$ cat src/rtl/cachepool_pkg.sv
// -----------------------------------------------------------------------------
// cachepool_pkg
// Shared CachePool tile definitions for the L1 data cache.
//   - L1 geometry: controller count, total size, associativity.
//   - Derived way size and SPM way-count width used by the runtime L1
//     cache/scratchpad partition controller.
//   - Default parameters for cachepool_l1_partition_ctrl instances.
//   - State encoding for the partition controller FSM.
//   - A helper that builds the cache-enable way mask for a given SPM size.
// -----------------------------------------------------------------------------
package cachepool_pkg;

    // L1 geometry
    localparam int unsigned NumL1CacheCtrl  = 4;
    localparam int unsigned L1Size          = 128;  // KiB, summed over all controllers
    localparam int unsigned L1Associativity = 16;

    // Bytes per way summed across all controllers
    localparam int unsigned L1WayBytes     = L1Size * 1024 / L1Associativity;
    // Enough bits to encode 0..L1Associativity SPM ways
    localparam int unsigned L1SpmWaysWidth = $clog2(L1Associativity + 1);

    // Default instance parameters for cachepool_l1_partition_ctrl
    localparam int unsigned L1PartNumCtrl       = NumL1CacheCtrl;
    localparam int unsigned L1PartNumWays       = L1Associativity;
    localparam int unsigned L1PartWayBytes      = L1WayBytes;
    localparam int unsigned L1PartAddrWidth     = 32;
    localparam int unsigned L1PartResetSpmWays  = 0;
    localparam int unsigned L1PartTimeoutCycles = 4096;

    typedef enum logic [2:0] {
        L1P_IDLE  = 3'd0,
        L1P_DRAIN = 3'd1,
        L1P_FLUSH = 3'd2,
        L1P_APPLY = 3'd3,
        L1P_RESP  = 3'd4
    } l1_part_state_e;

    // SPM ways occupy the highest-indexed ways, so bit i is a cache way
    // exactly when i + spm_ways < num_ways.
    function automatic logic [31:0] l1_way_cache_mask(input int unsigned num_ways,
                                                      input int unsigned spm_ways);
        logic [31:0] mask;
        mask = '0;
        for (int unsigned i = 0; i < 32; i++) begin
            mask[i] = ((i + spm_ways) < num_ways);
        end
        return mask;
    endfunction

endpackage

$ cat src/rtl/cachepool_flush_collector.sv
// -----------------------------------------------------------------------------
// cachepool_flush_collector
// Issues a level flush request to every cache controller and collects the
// one-cycle acknowledge pulses in a sticky vector.
//   clk_i    : clock
//   rst_i    : asynchronous active-high reset
//   start_i  : raise all requests and clear the collected acks
//   abort_i  : drop all requests and clear the collected acks (wins over start)
//   ack_i    : per-controller flush done pulse
//   req_o    : per-controller flush request (level)
//   done_o   : every controller has acked, including acks arriving this cycle
// -----------------------------------------------------------------------------
module cachepool_flush_collector #(
    parameter int unsigned NumCtrl = 4
) (
    input  logic               clk_i,
    input  logic               rst_i,
    input  logic               start_i,
    input  logic               abort_i,
    input  logic [NumCtrl-1:0] ack_i,
    output logic [NumCtrl-1:0] req_o,
    output logic               done_o
);

    logic [NumCtrl-1:0] req_q, req_d;
    logic [NumCtrl-1:0] sticky_q, sticky_d;
    logic [NumCtrl-1:0] ack_accept;

    // An ack only counts while its request is still raised; stray pulses on
    // an already-cleared channel are dropped here.
    for (genvar gi = 0; gi < NumCtrl; gi++) begin : g_accept
        assign ack_accept[gi] = ack_i[gi] & req_q[gi];
    end

    always_comb begin
        req_d    = req_q;
        sticky_d = sticky_q;
        if (abort_i) begin
            req_d    = '0;
            sticky_d = '0;
        end else if (start_i) begin
            req_d    = '1;
            sticky_d = '0;
        end else begin
            req_d    = req_q & ~ack_accept;
            sticky_d = sticky_q | ack_accept;
        end
    end

    always_ff @(posedge clk_i or posedge rst_i) begin
        if (rst_i) begin
            req_q    <= '0;
            sticky_q <= '0;
        end else begin
            req_q    <= req_d;
            sticky_q <= sticky_d;
        end
    end

    assign req_o = req_q;
    // Looking at this cycle's acks lets the owner move on in the same edge
    // that retires the last request.
    assign done_o = &(sticky_q | ack_accept);

endmodule

$ cat src/rtl/cachepool_l1_partition_ctrl.sv
// -----------------------------------------------------------------------------
// cachepool_l1_partition_ctrl
// Runtime split of the L1 data ways between hardware cache and software
// scratchpad (SPM). A reconfiguration blocks new core traffic, waits for all
// controllers to go idle, flushes every controller, then applies the new way
// mask and SPM window size. A watchdog aborts a stuck drain/flush and keeps
// the old split.
//   clk_i / rst_i     : clock, asynchronous active-high reset
//   cfg_valid_i/_ready_o, cfg_spm_ways_i : request handshake, requested SPM ways
//   rsp_valid_o/_ready_i, rsp_error_o    : response handshake, reject/timeout flag
//   ctrl_busy_i       : per-controller in-flight access pending
//   flush_req_o       : per-controller flush request (level)
//   flush_ack_i       : per-controller flush done pulse
//   block_o           : stall new core requests into L1
//   way_cache_en_o    : 1 = way used as cache
//   spm_size_o        : SPM window size in bytes
// -----------------------------------------------------------------------------
module cachepool_l1_partition_ctrl
    import cachepool_pkg::*;
#(
    parameter int unsigned NumCtrl       = L1PartNumCtrl,
    parameter int unsigned NumWays       = L1PartNumWays,
    parameter int unsigned WayBytes      = L1PartWayBytes,
    parameter int unsigned AddrWidth     = L1PartAddrWidth,
    parameter int unsigned ResetSpmWays  = L1PartResetSpmWays,
    parameter int unsigned TimeoutCycles = L1PartTimeoutCycles
) (
    input  logic                           clk_i,
    input  logic                           rst_i,
    input  logic                           cfg_valid_i,
    output logic                           cfg_ready_o,
    input  logic [$clog2(NumWays+1)-1:0]   cfg_spm_ways_i,
    output logic                           rsp_valid_o,
    input  logic                           rsp_ready_i,
    output logic                           rsp_error_o,
    input  logic [NumCtrl-1:0]             ctrl_busy_i,
    output logic [NumCtrl-1:0]             flush_req_o,
    input  logic [NumCtrl-1:0]             flush_ack_i,
    output logic                           block_o,
    output logic [NumWays-1:0]             way_cache_en_o,
    output logic [AddrWidth-1:0]           spm_size_o
);

    localparam int unsigned SpmW = $clog2(NumWays + 1);
    localparam int unsigned CntW = (TimeoutCycles > 1) ? $clog2(TimeoutCycles) : 1;
    localparam logic [CntW-1:0]      CntLast       = CntW'(TimeoutCycles - 1);
    localparam logic [31:0]          ResetMaskFull = l1_way_cache_mask(NumWays, ResetSpmWays);
    localparam logic [NumWays-1:0]   ResetMask     = ResetMaskFull[NumWays-1:0];
    localparam logic [AddrWidth-1:0] ResetSpmSize  = AddrWidth'(ResetSpmWays) * AddrWidth'(WayBytes);
    localparam logic [SpmW-1:0]      ResetSpmWaysV = SpmW'(ResetSpmWays);

    l1_part_state_e       state_q, state_d;
    logic [SpmW-1:0]      req_ways_q, req_ways_d;   // latched request
    logic [SpmW-1:0]      cur_ways_q, cur_ways_d;   // split currently in force
    logic [NumWays-1:0]   way_en_q, way_en_d;
    logic [AddrWidth-1:0] spm_size_q, spm_size_d;
    logic                 block_q, block_d;
    logic                 err_q, err_d;
    logic [CntW-1:0]      cnt_q, cnt_d;

    logic                 flush_start;
    logic                 flush_abort;
    logic                 flush_done;
    logic                 timeout;
    logic [31:0]          req_ways_ext;
    logic [NumWays-1:0]   way_mask_new;
    logic [AddrWidth-1:0] spm_size_new;

    cachepool_flush_collector #(
        .NumCtrl (NumCtrl)
    ) i_flush_collector (
        .clk_i   (clk_i),
        .rst_i   (rst_i),
        .start_i (flush_start),
        .abort_i (flush_abort),
        .ack_i   (flush_ack_i),
        .req_o   (flush_req_o),
        .done_o  (flush_done)
    );

    // New split derived from the latched request; only loaded in APPLY.
    assign req_ways_ext = 32'(req_ways_q);
    for (genvar gi = 0; gi < NumWays; gi++) begin : g_way_mask
        assign way_mask_new[gi] = ((32'(gi) + req_ways_ext) < 32'(NumWays));
    end
    assign spm_size_new = AddrWidth'(req_ways_q) * AddrWidth'(WayBytes);

    assign timeout = (cnt_q == CntLast);

    always_comb begin
        state_d     = state_q;
        req_ways_d  = req_ways_q;
        cur_ways_d  = cur_ways_q;
        way_en_d    = way_en_q;
        spm_size_d  = spm_size_q;
        block_d     = block_q;
        err_d       = err_q;
        cnt_d       = cnt_q;
        flush_start = 1'b0;
        flush_abort = 1'b0;

        unique case (state_q)
            L1P_IDLE: begin
                if (cfg_valid_i) begin
                    req_ways_d = cfg_spm_ways_i;
                    if (32'(cfg_spm_ways_i) > NumWays) begin
                        // Out-of-range request: reject without touching anything
                        err_d   = 1'b1;
                        state_d = L1P_RESP;
                    end else if (cfg_spm_ways_i == cur_ways_q) begin
                        // Nothing to change, so no need to disturb the caches
                        err_d   = 1'b0;
                        state_d = L1P_RESP;
                    end else begin
                        err_d   = 1'b0;
                        block_d = 1'b1;
                        cnt_d   = '0;
                        state_d = L1P_DRAIN;
                    end
                end
            end

            L1P_DRAIN: begin
                cnt_d = cnt_q + CntW'(1);
                if (timeout) begin
                    flush_abort = 1'b1;
                    block_d     = 1'b0;
                    err_d       = 1'b1;
                    state_d     = L1P_RESP;
                end else if (ctrl_busy_i == '0) begin
                    flush_start = 1'b1;
                    state_d     = L1P_FLUSH;
                end
            end

            L1P_FLUSH: begin
                cnt_d = cnt_q + CntW'(1);
                if (timeout) begin
                    // Give up on the flush; the old split stays in force
                    flush_abort = 1'b1;
                    block_d     = 1'b0;
                    err_d       = 1'b1;
                    state_d     = L1P_RESP;
                end else if (flush_done) begin
                    state_d = L1P_APPLY;
                end
            end

            L1P_APPLY: begin
                cur_ways_d = req_ways_q;
                way_en_d   = way_mask_new;
                spm_size_d = spm_size_new;
                block_d    = 1'b0;
                state_d    = L1P_RESP;
            end

            L1P_RESP: begin
                if (rsp_ready_i) begin
                    err_d   = 1'b0;
                    state_d = L1P_IDLE;
                end
            end

            default: begin
                state_d = L1P_IDLE;
            end
        endcase
    end

    always_ff @(posedge clk_i or posedge rst_i) begin
        if (rst_i) begin
            state_q    <= L1P_IDLE;
            req_ways_q <= ResetSpmWaysV;
            cur_ways_q <= ResetSpmWaysV;
            way_en_q   <= ResetMask;
            spm_size_q <= ResetSpmSize;
            block_q    <= 1'b0;
            err_q      <= 1'b0;
            cnt_q      <= '0;
        end else begin
            state_q    <= state_d;
            req_ways_q <= req_ways_d;
            cur_ways_q <= cur_ways_d;
            way_en_q   <= way_en_d;
            spm_size_q <= spm_size_d;
            block_q    <= block_d;
            err_q      <= err_d;
            cnt_q      <= cnt_d;
        end
    end

    assign cfg_ready_o    = (state_q == L1P_IDLE);
    assign rsp_valid_o    = (state_q == L1P_RESP);
    assign rsp_error_o    = err_q;
    assign block_o        = block_q;
    assign way_cache_en_o = way_en_q;
    assign spm_size_o     = spm_size_q;

endmodule

$ cat config.mk
export PLATFORM = sky130hd
export DESIGN_NAME = cachepool_l1_partition_ctrl
export DESIGN_NICKNAME = d
export VERILOG_FILES = /design/src/rtl/cachepool_pkg.sv /design/src/rtl/cachepool_flush_collector.sv /design/src/rtl/cachepool_l1_partition_ctrl.sv
export SDC_FILE = /design/constraint.sdc
export NUM_CORES = 1
export LEC_CHECK = 0
export CORE_MARGIN = 2
export CORE_UTILIZATION = 46
export CTS_CLUSTER_SIZE = 40
export DETAILED_ROUTE_END_ITERATION = 10
export HOLD_SLACK_MARGIN = 0.03
export PLACE_DENSITY = 0.76
export SLEW_MARGIN = 30
export SYNTH_ARGS = -nofsm -noshare
export SYNTH_HDL_FRONTEND = slang
export SYNTH_HIERARCHICAL = 1
export SYNTH_SLANG_ARGS = --single-unit
$ cat constraint.sdc
create_clock -name clk_i -period 2.25 [get_ports clk_i]
set_input_delay 0.45 -clock clk_i [delete_from_list [all_inputs] [get_ports clk_i]]
set_output_delay 0.45 -clock clk_i [all_outputs]
set_load 0.005 [all_outputs]
### Yosys cells after proc, flatten, opt, wreduce, memory -nomap -nowiden

Cells that the tools add are included.

* flip-flop bits (word level): 51
* output and inout bits: 56
* input port bits: 17

* bitwise gates (word level): 7
* reduce and logical (&&, ||, !) cells: 12
* equal/unequal tests: 13
* add/sub/neg operators: 16
* muxes and demuxes: 32
* order comparisons: 17

Operators with widths (number)
* 6-bit by 5-bit less-than comparator with 1-bit output (second input constant): 15
* 4-bit by 5-bit adder with 6-bit output (first input constant): 8
* 12-bit two-way mux: 3
* 3-bit by 5-bit adder with 6-bit output (first input constant): 4
* 3-bit two-way mux: 8
* 12-bit one-hot mux with 2 select lines: 1
* 4-bit two-way mux: 4
* 4-bit AND reduction: 4
* 3-bit one-hot mux with 5 select lines: 1
* 1-bit two-way mux: 13
* 12-bit by 1-bit adder with 12-bit output (second input constant): 1
* 2-bit by 5-bit adder with 6-bit output (first input constant): 2
* 12-bit equality test (second input constant): 1
* 1-bit by 5-bit adder with 6-bit output (first input constant): 1
* 3-bit by 2-bit equality test with 1-bit output (second input constant): 2
* 2-bit != test (second input constant): 3
* 3-bit != test (second input constant): 2
* 1-bit one-hot mux with 3 select lines: 2
* 3-bit nonzero test: 2
* 5-bit equality test: 1
* 5-bit > comparator (second input constant): 1
* 5-bit less-than comparator (second input constant): 1
* 5-bit AND reduction: 1
* 1-bit AND: 4
* other kinds (11): 12

### Depth between registers and ports, before layout

Gate-level depths: netlist (run 1).

* word-level depth: 6
* gate-level depth with buffers: 7
* gate-level depth less buffers: 6

### By module

Netlist (run 1), hierarchy kept.

By module, submodules not included
* cachepool_l1_partition_ctrl: area each 2436.1 um^2, times used 1, cells an instance 250, seq. area each 1096.1 um^2
* cachepool_flush_collector: area each 314.1 um^2, times used 1, cells an instance 28, seq. area each 200.2 um^2

### Worst setup path after synthesis (run 1)

No wires, ideal clock.

* path type: reg2reg
* start point: register cnt_q[0]
* end point: register i_flush_collector.req_q[0], in the netlist i_flush_collector/req_o[0]
* stages on the path, launching flop included: 7
* path slack: 0.420 ns
* required time: 2.173 ns
* setup time: 0.077 ns
* arrival: 1.753 ns
* path through: dfrtp_1 > ha_1 > and4_1 > nor4b_1 > nor4_1 > inv_1 > a21oi_1

* longest elaborated chain between the ends: 5
* elaborated cells between the ends (all ways): 7

RTL lines
* start: declaration: line cachepool_l1_partition_ctrl.sv:59 `logic [CntW-1:0] cnt_q, cnt_d;`
* start signal: assignment: line cachepool_l1_partition_ctrl.sv:188 `cnt_q <= cnt_d;`
* 12-bit equality test: line cachepool_l1_partition_ctrl.sv:88 `assign timeout = (cnt_q == CntLast);`
* 1-bit two-way mux: line cachepool_l1_partition_ctrl.sv:125 `if (timeout) begin`
* 1-bit two-way mux: line cachepool_l1_partition_ctrl.sv:102 `unique case (state_q)`
* net flush_start: line cachepool_l1_partition_ctrl.sv:61 `logic flush_start;`
* 4-bit two-way mux: line cachepool_flush_collector.sv:41 `end else if (start_i) begin`
* 4-bit two-way mux: line cachepool_flush_collector.sv:38 `if (abort_i) begin`
* net i_flush_collector.req_d[0]: line cachepool_flush_collector.sv:25 `logic [NumCtrl-1:0] req_q, req_d;`
* end signal: assignment: line cachepool_flush_collector.sv:55 `req_q <= req_d;`
* end: declaration: line cachepool_flush_collector.sv:25

The timed path passes the listed nets, and every way through them passes these cells.
A chain may end at the register's enable or synchronous reset.

### Worst setup path after layout (run 1)

* start point: register state_q[1]
* end point: output port rsp_valid_o

* longest elaborated chain between the ends: 1

RTL lines
* start: declaration: line cachepool_l1_partition_ctrl.sv:52 `l1_part_state_e state_q, state_d;`
* start signal: assignment: line cachepool_l1_partition_ctrl.sv:181 `state_q <= state_d;`
* 3-bit equality test: line cachepool_l1_partition_ctrl.sv:193 `assign rsp_valid_o = (state_q == L1P_RESP);`
* end: declaration: line cachepool_l1_partition_ctrl.sv:33 `output logic rsp_valid_o,`

Every way passes these cells.

==> results of run 1 <==
==> through the flow <==
| stage | power, mW | area, um^2 | std cells | util [%] | hold WS (ns) |
|---|---|---|---|---|---|
| after detailed placement | 2.889 | 3201 | 393 | 54.70 | 0.4593 |
| after global placement | 2.844 | 3201 | 393 | 54.70 | 0.4625 |
| after global routing | 3.720 | 3299 | 401 | 56.39 | 0.4613 |
| after CTS | 3.483 | 3296 | 401 | 56.33 | 0.4120 |
| after floorplan | 2.375 | 2848 | 304 | - | 0.2657 |
| final | 3.470 | 3299 | 401 | 56.39 | 0.4107 |
==> cell usage after synthesis, drive strengths merged, types with 3 or more instances <==
cell type / count / area, um^2
a21o: 6 / 45.04
a21oi: 13 / 68.82
a22o: 5 / 43.79
a31oi: 8 / 50.05
buf: 33 / 247.7
clkbuf: 11 / 41.29
dfrtp: 35 / 875.8
dfstp: 16 / 420.4
inv: 12 / 45.04
mux2: 8 / 90.09
mux2i: 4 / 40.04
nand2: 22 / 82.58
nand2b: 6 / 37.54
nand3: 4 / 20.02
nor2: 17 / 63.81
nor3: 10 / 50.05
nor4: 5 / 37.53
o211ai: 5 / 42.54
o21ai: 9 / 45.04
o22ai: 3 / 18.77
o31ai: 7 / 52.55
or2: 3 / 18.77
xnor2: 4 / 35.03
==> registers in the layout, summed over array words and instances, names as in the netlist <==
register and count:
way_cache_en_o 16, cnt_q 12, cur_ways_q 5, req_ways_q 5, i_flush_collector/req_o 4, i_flush_collector/sticky_q 4
state_q 3, block_o 1, rsp_error_o 1
==> report_power, final <==
group          leakage, nW  internal [mW]  switching, mW  total (mW)
sequential           0.619           1.26          0.335        1.60
combinational        0.763          0.684          0.608        1.29
clock               0.0510          0.232          0.350       0.582
==> cell type report <==
| class | instances | area [um^2] | area share, % |
|---|---|---|---|
| Clock buffer | 5 | 68.82 | 2.086 |
| Clock inverter | 3 | 26.28 | 0.7964 |
| Inverter | 12 | 45.04 | 1.365 |
| Multi-Input combinational cell | 197 | 1220 | 36.97 |
| Sequential cell | 51 | 1297 | 39.32 |
| Tap cell | 75 | 93.84 | 2.844 |
| Timing Repair Buffer | 58 | 548.0 | 16.61 |
==> metal layers <==
layer | share of wire [%] | GRT usage [%] | vias to the layer above | wire length [um]
met2 | 50 | 32.05 | 80 | 2970
met1 | 42 | 24.98 | 1046 | 2500
met4 | 1.6 | 6.780 | 0 | 95
met5 | 0 | 0 | - | 0
li1 | - | - | 1023 | -
met3 | 6.7 | 3.778 | 10 | 402
==> cell families (layout without fill, tap and decap cells) <==
family                     after synthesis  count (layout)  share of synthesized area (%)
AOI/OAI and AO/OA                       72              72                          18.74
adders and majority gates                1               1                         0.4549
and+or+nand+nor                         79              79                          14.74
xor gates and xnor gates                 6               6                          1.911
buffers and inverters                   56              78                          12.15
DFF                                     51              51                          47.13
other                                    1              27                         0.1364
muxes                                   12              12                          4.732
==> worst min-delay path by stage <==
| stage | from | end |
|---|---|---|
| 2_1_floorplan | rst_i | i_flush_collector/req_o[0] |
| 3_3_place_gp | way_cache_en_o[6] | way_cache_en_o[6] |
| 3_5_place_dp | way_cache_en_o[11] | way_cache_en_o[11] |
| 4_1_cts | rst_i | i_flush_collector/sticky_q[0] |
| 5_1_grt | rst_i | i_flush_collector/sticky_q[3] |
| 6_report | rst_i | i_flush_collector/req_o[3] |
==> worst register-to-register path, delay by kind of cell, from the launching register on <==
family                     cells  cell delay, ns
AOI/OAI and AO/OA              1            0.18
adders and majority gates      1            0.25
buffers and inverters          2            0.31
DFF                            1            0.42
and+or+nand+nor                3            0.73
==> timing repair <==
action / in CTS / in global routing
setup endpoints to repair: 0 / 2
endpoints found under the hold margin: 0 / 0
resized for setup: 0 / 2
==> impl_metrics.tcl, run 1 <==
set metrics [dict create \
    grt_max_degree 44 \
    hold_class "in2async" \
    die_w_um 81.32 \
    hold_buffers 0 \
    cts-root-buf "clkbuf_8" \
    startpoint_type "register" \
    status "finished, final reports clean" \
    async_reset_ff_share_pct 100.0 \
    fmax_mhz 479.1 \
    portBuffers 45 \
    slew_violations 0 \
    area_growth_pct 19.97 \
    layout_commonest_cell "clkdlybuf4s50_1" \
    rsz0062_at_grt "false" \
    r2r_end "i_flush_collector/req_o[2]" \
    nets 343 \
    endpoint_kind "primary output" \
    setup_tns_ns 0 \
    fin_skew_ns 0.01358 \
    place.detailed.hpwl_mm 4.221 \
    crit_end "rsp_valid_o" \
    grt_pass1_wl_mm 9.860 \
    antenna_cells 0 \
    htreeDepth 2 \
    ir_drop_mv 0.7144 \
    path_buf_inv 1 \
    relSlewSlack_pct 57.43 \
    fp.dieArea_um2 6613 \
    required_ns 1.80 \
    cts_tree "yes" \
    ant_nets 0 \
    die_h_um 81.32 \
    leakagePower_nw 1.433 \
    cts-buffers-inserted 5 \
    cp_max_fo 8 \
    syn_inst 278 \
    fin_ws_ns 0.1626 \
    crit_family "buffers and inverters" \
    vias 2159 \
    drc 0 \
    fillers 520 \
    synth_seq_area_share_pct 47.13 \
    synth_flop_cell "dfrtp_1" \
    ioPinCount 73 \
    coreArea_um2 5851 \
    post-place-ws_ns 0.05380 \
    initial_utilization_pct 47.01 \
    crit_arrival_ns 1.64 \
    max_stage_delay_ns 0.51 \
    critPathKind "reg2out" \
    setup-violations-final 0 \
    cp-startpoint "state_q[1]" \
    cp_num_cells 3 \
    grt_overflow 0 \
    synth_edf_count 0 \
    cts_setup_buffers 0 \
    mostFrequentLayoutCells "clkdlybuf4s50_1, dfrtp_1, conb_1" \
    wl_per_cell_um 14.88 \
    detail_route.iter0.violations 106 \
    wl_mm 5.968 \
    path_clk_slew_ns 0.11 \
    maxCapViolCount 0 \
    place.gp.congestion 0.8264 \
    rrSetupSlack_ns 0.28 \
    via_per_inst 5.384 \
    power_density_nw_per_um2 1052 \
    ff2ff_path_depth 7 \
    antenna_found_initial 0 \
    fin_crit_ns 2.087 \
    grt_usage_pct 19.27 \
    final-hold-violation-count 0 \
    avgSynthCellArea_um2 9.893 \
    tightestPinTransition_ns 0.6327 \
    reg2reg_from "cnt_q[0]" \
    synth_area_um2 2750 \
    clock_path_buffers 2 \
    cp_slowest_cell "clkdlybuf4s50_1" \
    clk_latency_ns 0.32 \
    grt_pass1_vias 2097 \
    crit_chain "or2_4 > nor2_1 > clkdlybuf4s50_1" \
    row_count 28 \
    fin_crit_sh_pct 92.77 \
    synth_cell_types 56 \
    ys_warn_count 6 \
    drive_above_1_share_pct 16.56 \
    firstDrtPassIters 4 \
    synth_seq_cells 51 \
    cts.sinks 51 \
]
No activity file was read; power rests on OpenSTA's default activity.
==> run 2, diff against run 1 <==
GPL_TIMING_DRIVEN = 1   (was not set)
==> results of run 2 <==
Same layout as run 1: the final DEF is identical, and so are final timing and power.
